==> src/rtl/pipeline_stall_controller.sv <==
// rtl/pipeline_stall_controller.sv - pipeline stall/flush/bubble sequencer with saturating perf counters
module pipeline_stall_controller #(
    parameter int FLUSH_CYCLES = 1,
    parameter int CNT_WIDTH    = 16
) (
    input  logic                 clk,
    input  logic                 reset,
    input  logic                 bubble_request,
    input  logic                 fwd_rs1_req,
    input  logic                 fwd_rs2_req,
    input  logic                 branch_taken,
    input  logic                 dmem_busy,
    output logic                 pc_write_en,
    output logic                 if_id_write_en,
    output logic                 id_ex_bubble,
    output logic                 if_id_flush,
    output logic                 id_ex_flush,
    output logic                 mem_hold,
    output logic                 fwd_wb_rs1,
    output logic                 fwd_wb_rs2,
    output logic [1:0]           state,
    output logic [CNT_WIDTH-1:0] bubble_count,
    output logic [CNT_WIDTH-1:0] flush_count,
    output logic [CNT_WIDTH-1:0] stall_count
);

    typedef enum logic [1:0] {
        RUN      = 2'd0,
        BUBBLE   = 2'd1,
        FLUSH    = 2'd2,
        MEM_WAIT = 2'd3
    } state_t;

    localparam logic [2:0]           FLUSH_LOAD = 3'(FLUSH_CYCLES - 1);
    localparam logic [CNT_WIDTH-1:0] CNT_MAX    = '1;

    state_t     cur_state;
    state_t     next_state;
    logic [2:0] flush_cnt;
    logic       pend_rs1;
    logic       pend_rs2;

    always_comb begin
        next_state = cur_state;
        if (dmem_busy) begin
            next_state = MEM_WAIT;
        end else begin
            case (cur_state)
                RUN:      next_state = branch_taken ? FLUSH :
                                       (bubble_request ? BUBBLE : RUN);
                BUBBLE:   next_state = branch_taken ? FLUSH : RUN;
                FLUSH:    next_state = (flush_cnt == 3'd0) ? RUN : FLUSH;
                MEM_WAIT: next_state = RUN;
                default:  next_state = RUN;
            endcase
        end
    end

    always_ff @(posedge clk or posedge reset) begin
        if (reset) begin
            cur_state    <= RUN;
            flush_cnt    <= 3'd0;
            pend_rs1     <= 1'b0;
            pend_rs2     <= 1'b0;
            fwd_wb_rs1   <= 1'b0;
            fwd_wb_rs2   <= 1'b0;
            bubble_count <= '0;
            flush_count  <= '0;
            stall_count  <= '0;
        end else begin
            cur_state  <= next_state;
            fwd_wb_rs1 <= 1'b0;
            fwd_wb_rs2 <= 1'b0;

            if (next_state == FLUSH && cur_state != FLUSH) begin
                flush_cnt <= FLUSH_LOAD;
            end else if (cur_state == FLUSH && flush_cnt != 3'd0) begin
                flush_cnt <= flush_cnt - 3'd1;
            end

            // Forward flags survive a MEM_WAIT detour and fire on the first RUN cycle after it.
            if (cur_state == RUN && next_state == BUBBLE) begin
                pend_rs1 <= fwd_rs1_req;
                pend_rs2 <= fwd_rs2_req;
            end else if (cur_state == BUBBLE && next_state == FLUSH) begin
                pend_rs1 <= 1'b0;
                pend_rs2 <= 1'b0;
            end else if (next_state == RUN &&
                         (cur_state == BUBBLE || cur_state == MEM_WAIT)) begin
                fwd_wb_rs1 <= pend_rs1;
                fwd_wb_rs2 <= pend_rs2;
                pend_rs1   <= 1'b0;
                pend_rs2   <= 1'b0;
            end

            if (cur_state == RUN && next_state == BUBBLE && bubble_count != CNT_MAX)
                bubble_count <= bubble_count + 1'b1;
            if (cur_state != FLUSH && next_state == FLUSH && flush_count != CNT_MAX)
                flush_count <= flush_count + 1'b1;
            if (cur_state == MEM_WAIT && stall_count != CNT_MAX)
                stall_count <= stall_count + 1'b1;
        end
    end

    assign state          = cur_state;
    assign pc_write_en    = (cur_state == RUN) || (cur_state == FLUSH);
    assign if_id_write_en = (cur_state == RUN) || (cur_state == FLUSH);
    assign id_ex_bubble   = (cur_state == BUBBLE);
    assign if_id_flush    = (cur_state == FLUSH);
    assign id_ex_flush    = (cur_state == FLUSH);
    assign mem_hold       = (cur_state == MEM_WAIT);

endmodule

==> config.mk <==
export PLATFORM = sky130hd
export DESIGN_NAME = pipeline_stall_controller
export DESIGN_NICKNAME = d
export VERILOG_FILES = /design/src/rtl/pipeline_stall_controller.sv
export SDC_FILE = /design/constraint.sdc
export NUM_CORES = 1
export LEC_CHECK = 0
export CORE_UTILIZATION = 23
export DETAILED_ROUTE_END_ITERATION = 16
export SYNTH_ARGS = -nofsm -noshare
export SYNTH_HDL_FRONTEND = slang
export SYNTH_SLANG_ARGS = --single-unit
==> constraint.sdc <==
create_clock -name clk -period 2.1 [get_ports clk]
set_input_delay 0.525 -clock clk [delete_from_list [all_inputs] [get_ports clk]]
set_output_delay 0.525 -clock clk [all_outputs]
set_load 0.005 [all_outputs]
==> results of run 1 <==
==> power by group <==
group | total (mW) | internal, mW | leakage (nW) | switching [mW]
Sequential | 1.47 | 1.27 | 0.742 | 0.193
Combinational | 0.846 | 0.501 | 0.965 | 0.345
Clock | 1.41 | 0.915 | 0.139 | 0.490
==> stage by stage <==
step	setup slack [ns]	setup TNS, ns	hold WS, ns	util (%)	total power [mW]
2_1_floorplan	-0.109	-0.109	0.467	-	1.82
4_1_cts	0.0226	0	0.514	34.1	3.77
3_3_place_gp	-0.468	-8.17	0.489	31.5	2.30
3_5_place_dp	-0.520	-8.87	0.503	31.5	2.32
5_1_grt	0.00340	0	0.525	34.3	3.94
6_report	0.0649	0	0.509	34.3	3.72
==> cell type report <==
cell class | instances | area share (%)
multi-input combinational | 186 | 32.8
clock buffer | 11 | 5.65
sequential | 57 | 34.7
clock inverter | 5 | 1.37
tap | 147 | 4.47
timing repair buffer | 87 | 20.2
inverter | 9 | 0.820
==> worst paths after layout <==
kind / start / endpoint / cells past startpoint
max in group asynchronous: reset / state[0]$_DFF_PP0_ / 3
min in group asynchronous: reset / flush_count[12]$_DFFE_PP0P_ / 3
max reg2reg: state[1]$_DFF_PP0_ / bubble_count[14]$_DFFE_PP0P_ / 4
min: stall_count[4]$_DFFE_PP0P_ / stall_count[4]$_DFFE_PP0P_ / 1
min reg2reg: stall_count[4]$_DFFE_PP0P_ / stall_count[4]$_DFFE_PP0P_ / 1
max: branch_taken / bubble_count[14]$_DFFE_PP0P_ / 5
==> sequential cells by signal, summed over array words and instances, names as in the netlist <==
register and count:
bubble_count 16, flush_cnt 3, flush_count 16, fwd_wb_rs1 1, fwd_wb_rs2 1, pend_rs1 1, pend_rs2 1, stall_count 16
state 2
==> Yosys cell counts, drive strengths merged, types with 3 or more instances <==
cell / count / area [µm²]
nand2: 15 / 56.3
ha: 5 / 62.6
nor4: 10 / 103
nor3b: 4 / 35.0
mux2: 7 / 78.8
xor2: 31 / 272
o21ai: 5 / 25.0
buf: 4 / 31.3
clkbuf: 5 / 18.8
nand3: 18 / 90.1
dfrtp: 57 / 1430
nand2b: 3 / 18.8
inv: 9 / 33.8
nand4: 13 / 81.3
xnor2: 10 / 87.6
and3: 5 / 31.3
nor2: 13 / 48.8
a21oi: 3 / 15.0
and4: 4 / 35.0
nor3: 18 / 95.1
==> timing repair <==
action | in CTS | in global routing
gates resized for setup | 9 | 5
hold buffers | 0 | 0
setup buffers | 1 | 1
setup endpoints to repair | 16 | 4
cloned | 0 | 0
pin swaps | 3 | 1
==> metal layers <==
metal,up-vias,share of wire (%)
li1,1104,-
met1,1121,48
met2,51,47
met3,8,3.3
met4,0,1.1
met5,-,0
==> cell families (layout without fill, tap and decap cells) <==
logic type | Yosys count | after routing | synth area share [%]
simple gates | 118 | 118 | 25.7
flops | 57 | 57 | 50.4
xor+xnor | 41 | 41 | 12.7
buf+inv | 18 | 112 | 2.96
compound gates | 15 | 15 | 3.23
mux | 7 | 7 | 2.79
fa+ha+maj | 5 | 5 | 2.21
==> qor.tcl, run 1 <==
set qor(regToRegSetupSlack_ns) 0.15
set qor(synth_enable_flop_cells) 0
set qor(critPathCaptureType) {register}
set qor(arrival_time_reported_for_the_critical_path_endpoint_ns) 2.23
set qor(vdd_drop_max_uv) 413
set qor(number_of_vias_in_the_routed_layout) 2284
set qor(die_x_um) 113
set qor(critical_path_s_slowest_cell) {or4_4}
set qor(holdCritPathClass) {register to register}
set qor(critPathMaxFanout) 3
set qor(number_of_global_route_vias_before_repair) 2336
set qor(number_of_instances_in_the_placed_design) 484
set qor(count_of_pins_on_the_block_boundary) 65
set qor(tritoncts.num_buffers) 9
set qor(post_detailed_route_drc_marker_count) 0
set qor(cellPowerDensity_nw_per_um2) 902
set qor(path_clk_slew_ns) 0.05
set qor(grt_setup_unrepaired) {false}
set qor(synthesis.area_per_instance_um2) 10.8
set qor(synthFlopType) {dfrtp_1}
set qor(maxSlewHeadroom_pct) 54.5
set qor(finalCriticalPeriod_ns) 2.04
set qor(slowest_delay_ns) 0.52
set qor(final_max_slew_viol_count) 0
set qor(placement.cell_area_um2) 3780
set qor(drt_pass1_iterations) 4
set qor(netlist_instances) 261
set qor(grt-ovfl-total) 0
set qor(via_per_inst) 4.55
set qor(die_area_um2) 12700
set qor(layout-drive-gt1-share_pct) 16.3
set qor(syn_to_final_growth_pct) 45.6
set qor(groute.layer.met1.usage_pct) 15.2
set qor(hold_violations) 0
set qor(drt_antenna_net_count) 0
set qor(critical_path.top_delay_family) {simple AND/OR/NAND/NOR gates}
set qor(initial_utilization_pct) 23.6
set qor(cts_tree) {built}
set qor(fin_cells) 502
set qor(antenna_found_initial) 0
set qor(n_antenna_cell) 0
set qor(power_leakage_nw) 1.85
set qor(commonest_cells_after_routing_fill_and_taps_aside) {clkdlybuf4s50_1, dfrtp_1, xor2_1, buf_4, nand3_1}
set qor(clockRootBuffer) {clkbuf_16}
set qor(grtUsageTotal_pct) 11.7
set qor(synth.cell_area_um2) 2830
set qor(grt_max_degree) 58
set qor(clock-skew-final_ns) 0.00800
set qor(detailedPlacementHpwl_um) 5050
set qor(buffer_ports.inserted) 64
set qor(synth-seq-cells) 57
set qor(grt_most_used_layer) {met2}
set qor(setup.worst_path.class) {input port to register}
set qor(run_status) {finished, final reports clean}
set qor(met3_usage_pct) 2.84
set qor(final_common_cell) {clkdlybuf4s50_1}
set qor(cp_data_required_time_ns) 2.30
set qor(die_h_um) 113
set qor(area.sequential_um2) 1430
set qor(mappedNetlistNets) 273
set qor(transition_at_the_pin_with_the_smallest_max_transition_slack_ns) 0.678
set qor(layout_worst_path_cycle_share_pct) 96.9
set qor(h-tree-depth) 3
set qor(clk_latency_ns) 0.32
set qor(synth_async_sr_flop_share_pct) 100
set qor(cp_cell_sequence) {dlygate4sd2_1 -> or3b_4 -> or4_4 -> nor3_4 -> mux2_1}
set qor(cp_num_buf_inv) 1
set qor(stdcell_area_um2) 4120
set qor(fin_nets) 362
set qor(synthDistinctLibCells) 44
set qor(yosys_warnings) 0
set qor(first_iter_violations) 74
set qor(layout.filler_cells) 1241
set qor(area_occupied_by_multi_input_gates_um2) 1350
set qor(grt_use_met2_pct) 19.2
set qor(start_kind) {input port}
set qor(avgRoutedWirePerCell_um) 14.0
set qor(fmax_mhz) 491
set qor(cts.sinks) 57
set qor(area_of_the_core_um2) 12000
set qor(wire_length_of_the_first_global_routing_pass_um) 11700
set qor(finalSetupViolCount) 0
set qor(drv.max_cap_violation_count) 0
set qor(placement_rows) 40
set qor(buffers_from_clock_root_to_sink_at_most) 2
set qor(yosysSeqAreaShare_pct) 50.4
set qor(drt_wl_total_um) 7010
set qor(place_congestion) 0.779
No activity file was read; power rests on OpenSTA's default activity.
==> run 2: changes to the inputs <==
--- a/config.mk
+++ b/config.mk
@@ -7,6 +7,7 @@
 export LEC_CHECK = 0
 export CORE_UTILIZATION = 23
 export DETAILED_ROUTE_END_ITERATION = 16
+export REMOVE_ABC_BUFFERS = 1
 export SYNTH_ARGS = -nofsm -noshare
 export SYNTH_HDL_FRONTEND = slang
 export SYNTH_SLANG_ARGS = --single-unit
==> run 2 against run 1 <==
Net effect: clock skew fell by 0.0028 ns; register-to-register slack got worse by 0.13 ns; setup slack got worse by 0.045 ns; first-iteration DRC count rose by 46%; count of clock-buffer cells in the layout fell by 2; fmax fell by 2.2%; sequential share of layout area fell by 0.23 points; sequential cell count did not move; critical endpoint unchanged.
==> qor.tcl, run 2 (same netlist as run 1, synthesis figures left out) <==
set qor(run_status) {finished, final reports clean} ;# unchanged
set qor(transition_at_the_pin_with_the_smallest_max_transition_slack_ns) 0.677 ;# was 0.678 ns
set qor(cp_data_required_time_ns) 2.30 ;# about the same
set qor(wire_length_of_the_first_global_routing_pass_um) 11500 ;# was 11700 µm
set qor(stdcell_area_um2) 4150 ;# was 4120 µm²
set qor(initial_utilization_pct) 23.6 ;# unchanged
set qor(layout_worst_path_cycle_share_pct) 99.0 ;# was 96.9%
set qor(area_of_the_core_um2) 12000 ;# unchanged
set qor(regToRegSetupSlack_ns) 0.02 ;# was 0.15 ns
set qor(drv.max_cap_violation_count) 0 ;# unchanged
set qor(finalCriticalPeriod_ns) 2.08 ;# was 2.04 ns
set qor(path_clk_slew_ns) 0.05 ;# about the same
set qor(fin_hold_ws_ns) 0.506 ;# was 0.509 ns
set qor(avgRoutedWirePerCell_um) 13.3 ;# was 14.0 µm
set qor(clk_latency_ns) 0.32 ;# about the same
set qor(start_kind) {register} ;# was input port
set qor(tritoncts.num_buffers) 9 ;# unchanged
set qor(number_of_global_route_vias_before_repair) 2332 ;# was 2336
set qor(r2r_end) {bubble_count[14]$_DFFE_PP0P_} ;# unchanged
set qor(via_per_inst) 4.54 ;# was 4.55
set qor(largest_registers) {bubble_count: 16 flops, flush_count: 16 flops, stall_count: 16 flops} ;# unchanged
set qor(vdd_drop_max_uv) 469 ;# was 413 µV
set qor(grtUsageTotal_pct) 11.5 ;# was 11.7%
set qor(buffer_ports.inserted) 64 ;# unchanged
set qor(holdCritPathClass) {register to register} ;# unchanged
set qor(syn_to_final_growth_pct) 46.6 ;# was 45.6%
set qor(place_congestion) 0.756 ;# was 0.779
set qor(grt_setup_unrepaired) {true} ;# was false
set qor(maxSlewHeadroom_pct) 54.5 ;# about the same
set qor(power.share.switching_pct) 26.7 ;# was 27.7%
set qor(post_detailed_route_drc_marker_count) 0 ;# unchanged
set qor(r2r-start) {state[1]$_DFF_PP0_} ;# unchanged
set qor(die_h_um) 113 ;# unchanged
set qor(commonest_cells_after_routing_fill_and_taps_aside) {clkdlybuf4s50_1, dfrtp_1, xor2_1, buf_4, nand3_1} ;# unchanged
set qor(power_leakage_nw) 1.85 ;# about the same
set qor(cts.sinks) 57 ;# unchanged
set qor(first_iter_violations) 108 ;# was 74
set qor(critPathMaxFanout) 4 ;# was 3
set qor(cell_int_power_mw) 2.80 ;# was 2.69 mW
set qor(reg2reg_depth) 5 ;# was 4
set qor(setup.worst_path.class) {register to register} ;# was input port to register
set qor(layout-drive-gt1-share_pct) 18.0 ;# was 16.3%
set qor(detailedPlacementHpwl_um) 4920 ;# was 5050 µm
set qor(clockRootBuffer) {clkbuf_16} ;# unchanged
set qor(final_max_slew_viol_count) 0 ;# unchanged
set qor(min_to) {stall_count[15]$_DFFE_PP0P_} ;# was stall_count[4]$_DFFE_PP0P_
set qor(power_switching_mw) 1.02 ;# was 1.03 mW
set qor(die_x_um) 113 ;# unchanged
set qor(clock-skew-final_ns) 0.00520 ;# was 0.00800 ns
set qor(drt_wl_total_um) 6710 ;# was 7010 µm
set qor(buffers_from_clock_root_to_sink_at_most) 2 ;# unchanged
set qor(p_seq_share_pct) 38.3 ;# was 39.4%
set qor(cellPowerDensity_nw_per_um2) 923 ;# was 902 nW/µm²
set qor(postLayoutSetupSlackWorst_ns) 0.0200 ;# was 0.0649 ns
set qor(comb_power_share_pct) 21.9 ;# was 22.8%
set qor(min_delay_path_depth) 1 ;# unchanged
set qor(count_of_pins_on_the_block_boundary) 65 ;# unchanged
set qor(grt-ovfl-total) 0 ;# unchanged
set qor(cts_tree) {built} ;# unchanged
set qor(dpl_worst_slack_ns) -0.455 ;# was -0.520 ns
set qor(arrival_time_reported_for_the_critical_path_endpoint_ns) 2.28 ;# was 2.23 ns
set qor(number_of_vias_in_the_routed_layout) 2286 ;# was 2284
set qor(hold_violations) 0 ;# unchanged
set qor(finalCoreUtilization_pct) 34.5 ;# was 34.3%
set qor(antenna_found_initial) 1 ;# was 0
set qor(clock_power_share_pct) 39.8 ;# was 37.8%
set qor(drt_pass1_iterations) 4 ;# unchanged
set qor(h-tree-depth) 3 ;# unchanged
set qor(finalSetupViolCount) 0 ;# unchanged
set qor(placement.cell_area_um2) 3770 ;# was 3780 µm²
set qor(min-delay-start) {stall_count[15]$_DFFE_PP0P_} ;# was stall_count[4]$_DFFE_PP0P_
set qor(placement_rows) 40 ;# unchanged
set qor(final_common_cell) {clkdlybuf4s50_1} ;# unchanged
set qor(critPathCaptureType) {register} ;# unchanged
set qor(fin_nets) 363 ;# was 362
set qor(grt_max_degree) 58 ;# unchanged
set qor(drt_antenna_net_count) 0 ;# unchanged
set qor(die_area_um2) 12700 ;# unchanged
set qor(fmax_mhz) 481 ;# was 491 MHz
[run 2: cell types whose count changed in the layout (fill, tap and decap cells not counted), moves of 2 or more]
cell / previous run / this run
clkdlybuf4s50_1: 60 / 62
clkinv_2: 2 / 5
buf_4: 21 / 23
clkbuf_1: 2 / 0
nor3_2: 1 / 3
dlymetal6s2s_1: 2 / 0
[run 2: power by group through the flow]
stage	combinational, mW	clock (mW)	sequential, mW
2_1_floorplan	0.337	0	1.47
5_1_grt	0.952	1.61	1.49
3_5_place_dp	0.818	0	1.48
4_1_cts	0.845	1.56	1.46
3_3_place_gp	0.799	0	1.47
6_report	0.838	1.52	1.47
[run 2: per-stage QoR]
step / instances / TNS (ns) / total power [mW]
after detailed placement: 483 / -8.96 / 2.30
after global routing: 504 / -0.0532 / 4.06
final: 504 / 0 / 3.83
after global placement: 483 / -8.82 / 2.27
after floorplan: 252 / -0.305 / 1.81
after CTS: 503 / 0 / 3.87
[run 2: area by class of cell]
class                           instances  area (µm²)
Antenna cell                            1        2.50
Clock buffer                            9         225
Clock inverter                          7        85.1
Fill cell                            1230        7870
Inverter                                9        33.8
Multi-Input combinational cell        186        1360
Sequential cell                        57        1430
Tap cell                              147         184
Timing Repair Buffer                   88         831
[run 2: worst max-delay path: stages, from the launching register on]
cell and delay [ns]:
dfrtp_1 0.41, buf_4 0.14, or3b_4 0.37, or4_4 0.53
nor3_2 0.20, mux2_4 0.31
[run 2: worst max path at each step]
stage | depth (start not counted) | slack, ns | startpoint | endpoint
6_report | 5 | 0.02 | state[1]$_DFF_PP0_ | bubble_count[14]$_DFFE_PP0P_
5_1_grt | 5 | -0.03 | state[1]$_DFF_PP0_ | bubble_count[14]$_DFFE_PP0P_
2_1_floorplan | 5 | -0.14 | stall_count[0]$_DFFE_PP0P_ | stall_count[1]$_DFFE_PP0P_
3_5_place_dp | 5 | -0.45 | bubble_request | bubble_count[14]$_DFFE_PP0P_
4_1_cts | 4 | 0.0005 | state[1]$_DFF_PP0_ | mem_hold
3_3_place_gp | 6 | -0.45 | bubble_request | bubble_count[10]$_DFFE_PP0P_
[run 2: repair_timing]
action	CTS	global route
resized for setup	7	7
hold buffers	0	0
cloned	0	0
setup buffers	4	0
endpoints found under the setup margin	15	9
pin swaps	3	1
hold endpoints to repair	0	0
[run 2: per-layer routing]
layer	up-vias	GRT usage, %	routed length, µm
li1	1112	-	-
met1	1120	15.0	3280
met2	46	17.9	3100
met3	8	3.80	222
met4	0	3.60	98
met5	-	0	0
